[src/rtl/muldiv_seq.sv]
// Multi-cycle MIPS-style multiply/divide sequencer driving a shared external add/sub unit.
// Operands are made positive, iterated WIDTH times (shift-add / restoring divide), then sign-fixed.
module muldiv_seq #(
  parameter int WIDTH = 32
) (
  input  logic             clk,
  input  logic             reset,
  input  logic             start,
  input  logic [1:0]       op,
  input  logic [WIDTH-1:0] rs,
  input  logic [WIDTH-1:0] rt,
  output logic             busy,
  output logic             done,
  output logic [WIDTH-1:0] hi,
  output logic [WIDTH-1:0] lo,
  output logic [WIDTH-1:0] add_a,
  output logic [WIDTH-1:0] add_b,
  output logic             add_ctrl,
  output logic             add_sign,
  input  logic [WIDTH-1:0] add_dout,
  input  logic             add_z,
  input  logic             add_v
);

  localparam int CW = $clog2(WIDTH + 1);

  typedef enum logic [2:0] {
    S_IDLE, S_NEG_A, S_NEG_B, S_ITER, S_FIX_LO, S_FIX_HI, S_DONE
  } state_t;

  state_t           r_state;
  logic [WIDTH-1:0] r_hi, r_lo, r_d;
  logic [WIDTH-1:0] r_hi_q, r_lo_q;
  logic [CW-1:0]    r_cnt;
  logic             r_sgn, r_div, r_rs_msb, r_rt_msb, r_lz;
  logic             r_busy, r_done;

  logic [WIDTH-1:0] w_s;
  logic             w_q, w_neg;

  // Divide step: partial remainder shifted left by one; a bit shifted out of hi
  // means s >= 2^WIDTH > d, so the subtraction always succeeds.
  assign w_s   = {r_hi[WIDTH-2:0], r_lo[WIDTH-1]};
  assign w_q   = r_hi[WIDTH-1] | ~add_v;
  assign w_neg = r_sgn & (r_rs_msb ^ r_rt_msb);

  // NOTE: every always_comb output gets a default first so no latch is inferred.
  always_comb begin
    add_a    = '0;
    add_b    = '0;
    add_ctrl = 1'b0;
    unique case (r_state)
      S_NEG_A:  begin add_b = r_lo; add_ctrl = 1'b1; end
      S_NEG_B:  begin add_b = r_d;  add_ctrl = 1'b1; end
      S_ITER: begin
        if (r_div) begin
          add_a    = w_s;
          add_b    = r_d;
          add_ctrl = 1'b1;
        end else begin
          add_a = r_hi;
          add_b = r_lo[0] ? r_d : '0;
        end
      end
      S_FIX_LO: begin add_b = r_lo; add_ctrl = 1'b1; end
      S_FIX_HI: begin add_b = r_hi; add_ctrl = 1'b1; end
      default: ;
    endcase
  end

  assign add_sign = 1'b0;
  assign busy     = r_busy;
  assign done     = r_done;
  assign hi       = r_hi_q;
  assign lo       = r_lo_q;

  // NOTE: sequential state uses non-blocking assignments only, so every register
  // samples the pre-edge values of its neighbours.
  always_ff @(posedge clk) begin
    if (reset) begin
      r_state  <= S_IDLE;
      r_hi     <= '0;
      r_lo     <= '0;
      r_d      <= '0;
      r_hi_q   <= '0;
      r_lo_q   <= '0;
      r_cnt    <= '0;
      r_sgn    <= 1'b0;
      r_div    <= 1'b0;
      r_rs_msb <= 1'b0;
      r_rt_msb <= 1'b0;
      r_lz     <= 1'b0;
      r_busy   <= 1'b0;
      r_done   <= 1'b0;
    end else begin
      // Status and result outputs trail the internal state by one cycle.
      r_busy <= (r_state != S_IDLE) && (r_state != S_DONE);
      r_done <= (r_state == S_DONE);
      r_hi_q <= r_hi;
      r_lo_q <= r_lo;

      unique case (r_state)
        S_IDLE, S_DONE: begin
          if (start) begin
            r_hi     <= '0;
            r_lo     <= rs;
            r_d      <= rt;
            r_sgn    <= ~op[0];
            r_div    <= op[1];
            r_rs_msb <= rs[WIDTH-1];
            r_rt_msb <= rt[WIDTH-1];
            r_state  <= S_NEG_A;
          end else begin
            r_state  <= S_IDLE;
          end
        end
        S_NEG_A: begin
          if (r_sgn && r_lo[WIDTH-1]) r_lo <= add_dout;
          r_state <= S_NEG_B;
        end
        S_NEG_B: begin
          if (r_sgn && r_d[WIDTH-1]) r_d <= add_dout;
          r_cnt   <= CW'(WIDTH);
          r_state <= S_ITER;
        end
        S_ITER: begin
          if (r_div) begin
            r_hi <= w_q ? add_dout : w_s;
            r_lo <= {r_lo[WIDTH-2:0], w_q};
          end else begin
            r_hi <= {add_v, add_dout[WIDTH-1:1]};
            r_lo <= {add_dout[0], r_lo[WIDTH-1:1]};
          end
          r_cnt <= r_cnt - CW'(1);
          if (r_cnt == CW'(1)) r_state <= S_FIX_LO;
        end
        S_FIX_LO: begin
          if (w_neg) r_lo <= add_dout;
          r_lz    <= add_z;
          r_state <= S_FIX_HI;
        end
        S_FIX_HI: begin
          // A zero low word carries into hi, so the 64-bit negate needs 0-hi instead of ~hi.
          if (r_div) begin
            if (r_sgn && r_rs_msb) r_hi <= add_dout;
          end else if (w_neg) begin
            r_hi <= r_lz ? add_dout : ~r_hi;
          end
          r_state <= S_DONE;
        end
        default: r_state <= S_IDLE;
      endcase
    end
  end

endmodule

[config.mk]
export PLATFORM = sky130hd
export DESIGN_NAME = muldiv_seq
export DESIGN_NICKNAME = d
export VERILOG_FILES = /design/src/rtl/muldiv_seq.sv
export SDC_FILE = /design/constraint.sdc
export NUM_CORES = 1
export LEC_CHECK = 0
export ABC_AREA = 1
export BUFFER_PORTS_ARGS = -buffer_cell sky130_fd_sc_hd__buf_4
export CAP_MARGIN = 20
export CORE_MARGIN = 4
export CORE_UTILIZATION = 56
export CTS_BUF_LIST = sky130_fd_sc_hd__clkbuf_8
export CTS_CLUSTER_SIZE = 25
export DETAILED_ROUTE_END_ITERATION = 10
export PLACE_DENSITY = 0.83
export SYNTH_ARGS = -nofsm -noshare
export SYNTH_HDL_FRONTEND = slang
export SYNTH_SLANG_ARGS = --single-unit
export TNS_END_PERCENT = 100
[constraint.sdc]
create_clock -name clk -period 2.3 [get_ports clk]
set_input_delay 0.23 -clock clk [delete_from_list [all_inputs] [get_ports clk]]
set_output_delay 0.23 -clock clk [all_outputs]
set_load 0.01 [all_outputs]
==> reports/results.env <==
STATUS='finished, final reports clean'
CORE_AREA_UM2=17200
LARGEST_NET_DEGREE_AT_THE_START_OF_GLOBAL_ROUTING=102
CTS_MADE_BUFFERS=17
POSTSYNTHREGISTERBITS=176
CTS-ROOT-TO-SINK-BUFFERS=2
SLOWEST_STAGE='sky130_fd_sc_hd__dfxtp_4'
SYNTH_AREA_LEADERS='sky130_fd_sc_hd__dfxtp_1, sky130_fd_sc_hd__nand2_1, sky130_fd_sc_hd__nor2_1, sky130_fd_sc_hd__nand3_1, sky130_fd_sc_hd__a21oi_1'
GR-TOTAL-OVERFLOW=0
WL_PER_CELL_UM=18.1
CRITICALPATHCATEGORY='flip-flop to primary output'
WORSTHOLDPATHTYPE='input pin to flip-flop'
POSTSYNTHNETCOUNT=1727
MAX-CAP-VIOLATIONS=0
POWER.DENSITY_CELL_AREA_nW_PER_UM2=1220
DRT_FIRST_ITER_VIOLATIONS=1882
RR_ENDPOINT='r_hi[9]'
MAPPEDNETLISTAREA_UM2=9840
ROUTE.DETAILED.VIAS_PER_INST=5.79
COMBINATIONALPOWERSHARE_PCT=54.0
PORTION_OF_THE_CLOCK_CYCLE_CONSUMED_BY_THE_WORST_PATH_IN_THE_FINAL_LAYOUT_PCT=98.0
FINALWORSTPATHREQUIREDPERIOD_PS=2250
INSTANCE_COUNT_OF_THE_MAPPED_NETLIST=1620
CLOCK_SKEW_PS=14.2
FINALSETUPVIOLATIONS=0
WORST_PATH_LARGEST_CELL_DELAY_PS=410
HOLD_VIOLATIONS=0
CELL_CHAIN_CRITICAL_PATH='inv_4 -> nor2_4 -> nand2_1 -> buf_6 -> o22ai_1 -> a21oi_1 -> nor2_1 -> buf_4'
FRACTION_OF_FINAL_LAYOUT_CELLS_WITH_DRIVE_STRENGTH_GREATER_THAN_1_PCT=19.1
P_LEAK_uW=0.00599
DESIGN.PORTCOUNT=235
DIE_WIDTH_UM=141
SWSHARE_PCT=47.6
HOLD_SLACK_PS=28.8
GRT_PASS1_WL_MM=57.0
RSZ0062_AT_GRT='true'
HTREE_NUM_LEVELS=4
WORSTPATHMAXFANOUT=21
GRT_USE_TOTAL_PCT=35.7
STDCELL_AREA_UM2=12500
P_SEQ_SHARE_PCT=31.5
SYNTH.AVG_CELL_AREA_UM2=6.08
YS_WARN_COUNT=0
CLOCK_LATENCY_PS=470
TIMING.CRITICAL_PATH.FROM_TYPE='flip-flop'
WORSTMARGINPINSLEW_PS=731
PORT_BUFFERS=233
FINAL_MAX_SLEW_VIOL_COUNT=0
CP-ENDPOINT='add_b[14]'
TRITONCTS='built'
SYNTHTOLAYOUTAREAGROWTH_PCT=26.5
DRT_PASS1_ITERATIONS=7
DRC=0
TIMING.REG2REG.WORST_PATH_DEPTH=9
P_INT_uW=7940
WORST_IR_DROP_VDD_mV=0.696
R2R_SETUP_SLACK_PS=370
PLACEMENTROWS=48
POWER.SWITCHING_uW=7220
DESIGN_POWER_TOTAL_uW=15200
FINALNETCOUNT=1918
YOSYSTOPAREACELL='sky130_fd_sc_hd__dfxtp_1'
INITIAL_UTILIZATION_PCT=57.1
SETUP.WORST_PATH.START='r_state[0]'
DIE_H_UM=141
DETAILEDPLACEMENTHPWL_MM=25.6
MAX_FREQ_GHz=0.444
RELSLEWSLACK_PCT=51.2
DETAIL_ROUTE.WIRELENGTH_MM=37.0
WORST_SETUP_HOLD_PATH_CLK_SLEW_PS=90
WHS_PATH_DEPTH=3
CP.REQUIRED_PS=2070
POST-SYNTH-TOP-AREA-FRACTION_PCT=35.8
PWR-SHARE-CLK_PCT=14.5
GRT_PASS1_VIAS=10800
FINAL_WORST_SETUP_SLACK_PS=45.8
DP_SLACK_PS=336
PLACED_CELL_AREA_UM2=11800
SEQ_AREA_FRAC_SYNTH_PCT=35.8
NETLIST-CELL-TYPE-COUNT=30
CTS_NUM_SINKS=176
GRT_ANTENNA_BEFORE_REPAIR=0
TIMING.CRITICAL_PATH.TO_TYPE='primary output'
DETAILROUTE.VIA_COUNT=11900
DIE_OUTLINE_AREA_UM2=19800
GP_CONGESTION=1.00
CLOCK-ROOT-BUFFER='sky130_fd_sc_hd__clkbuf_8'
NUM_ANTENNA_CELLS=0
WORSTHOLDSTART='add_z'
RR_STARTPOINT='r_state[1]'
DETAIL-ROUTE-ANTENNA-NETS=0
DATA_ARRIVAL_AT_THE_ENDPOINT_OF_THE_CRITICAL_PATH_PS=2020
==> final cells by class <==
| cell class | instances | area (µm²) |
|---|---|---|
| timing repair buffer | 288 | 2370 |
| tap | 225 | 282 |
| inverter | 116 | 445 |
| sequential | 176 | 3540 |
| clock buffer | 20 | 275 |
| fill | 1479 | 4780 |
| multi-input combinational | 1212 | 5430 |
| clock inverter | 11 | 115 |
==> cell families (layout without fill, tap and decap cells) <==
family	after synthesis	count (layout)	synth area share, %
and+or+nand+nor	914	914	36.6
AOI/OAI and AO/OA	291	291	16.9
buffers and inverters	232	435	9.91
DFF	176	176	35.8
adders and majority gates	4	4	0.508
xor gates and xnor gates	2	2	0.178
other	1	1	0.0381
==> per-layer routing <==
layer  track usage (%)  vias up  part of all wire, %
li1                  -     5560                    -
met1              49.8     5309                   39
met2              52.8      860                   43
met3              11.3      121                   14
met4              11.2        0                  3.4
met5                 0        -                    0
==> power by group through the flow <==
stage	Combinational (µW)	Sequential [µW]	Clock [µW]
2_1_floorplan	5070	4700	0
3_3_place_gp	7290	4750	0
3_5_place_dp	7450	4770	0
4_1_cts	7590	4720	2200
5_1_grt	8950	4880	2330
6_report	8190	4780	2200
==> how the worst min path moves through the flow <==
stage,endpoint,slack [ps]
detailed placement,r_sgn,420
global route,r_lz,30
finish,r_lz,30
global placement,r_sgn,420
floorplan,r_sgn,320
CTS,r_lz,9
==> through the flow <==
step / std cells / setup TNS [ps] / utilization, %
floorplan: 1620 / 0 / -
global placement: 2007 / 0 / 68.4
detailed placement: 2007 / 0 / 68.4
CTS: 2040 / 0 / 71.0
global route: 2048 / -71.2 / 72.3
finish: 2048 / 0 / 72.3
==> cell usage after synthesis <==
cell and count:
sky130_fd_sc_hd__nand4_1 1, sky130_fd_sc_hd__o22ai_1 32, sky130_fd_sc_hd__a21boi_0 1, sky130_fd_sc_hd__xor2_1 2, sky130_fd_sc_hd__a211oi_1 33, sky130_fd_sc_hd__buf_2 33
sky130_fd_sc_hd__nor3_1 3, sky130_fd_sc_hd__nand2_2 4, sky130_fd_sc_hd__a21oi_1 109, sky130_fd_sc_hd__clkbuf_1 56, sky130_fd_sc_hd__conb_1 1, sky130_fd_sc_hd__o21ai_1 1
sky130_fd_sc_hd__o211ai_1 34, sky130_fd_sc_hd__inv_1 112, sky130_fd_sc_hd__nor2_4 1, sky130_fd_sc_hd__dfxtp_1 176, sky130_fd_sc_hd__nor2_2 1, sky130_fd_sc_hd__or2_2 1
sky130_fd_sc_hd__o21ai_0 81, sky130_fd_sc_hd__buf_1 14, sky130_fd_sc_hd__inv_2 3, sky130_fd_sc_hd__buf_6 4, sky130_fd_sc_hd__nand2_1 455, sky130_fd_sc_hd__nor2_1 336
sky130_fd_sc_hd__ha_1 4, sky130_fd_sc_hd__nand3_1 110, sky130_fd_sc_hd__buf_4 9, sky130_fd_sc_hd__nor4_1 1, sky130_fd_sc_hd__nand2_4 1, sky130_fd_sc_hd__clkinv_1 1
==> layout by cell type, fill, tap and decap left out, drive strengths merged <==
| cell type | count |
|---|---|
| ha | 4 |
| dfxtp | 176 |
| bufinv | 2 |
| o21ai | 82 |
| nand4 | 1 |
| o22ai | 32 |
| a21oi | 109 |
| conb | 1 |
| nor3 | 3 |
| nand2 | 460 |
| a211oi | 33 |
| clkbuf | 24 |
| clkinv | 9 |
| a21boi | 1 |
| nand3 | 110 |
| inv | 116 |
| buf | 282 |
| nor4 | 1 |
| xor2 | 2 |
| o211ai | 34 |
| or2 | 1 |
| bufbuf | 1 |
| dlygate4sd3 | 1 |
| nor2 | 338 |
==> repair_timing <==
action                                  4_1_cts  5_1_grt
cloned                                        1        5
gates resized for setup                       8       28
pin swaps                                     0        3
setup buffers                                 0        3
hold buffers                                  1        0
hold endpoints to repair                      1        0
endpoints found under the setup margin       33       34
==> critical path: cells and delay by family (launching register included) <==
kind,cells,cell delay (ps)
flip-flops,1,410
buffers and inverters,3,430
AND/OR/NAND/NOR,3,460
AO/OA/AOI/OAI,2,250
==> sequential cells by signal, indices dropped and copies added (netlist names) <==
register and count:
hi 32, lo 32, r_d 32, r_hi 32
r_lo 32, r_cnt 6, r_state 3, busy 1
done 1, r_div 1, r_lz 1, r_rs_msb 1
r_rt_msb 1, r_sgn 1
No activity file was read; power rests on OpenSTA's default activity.
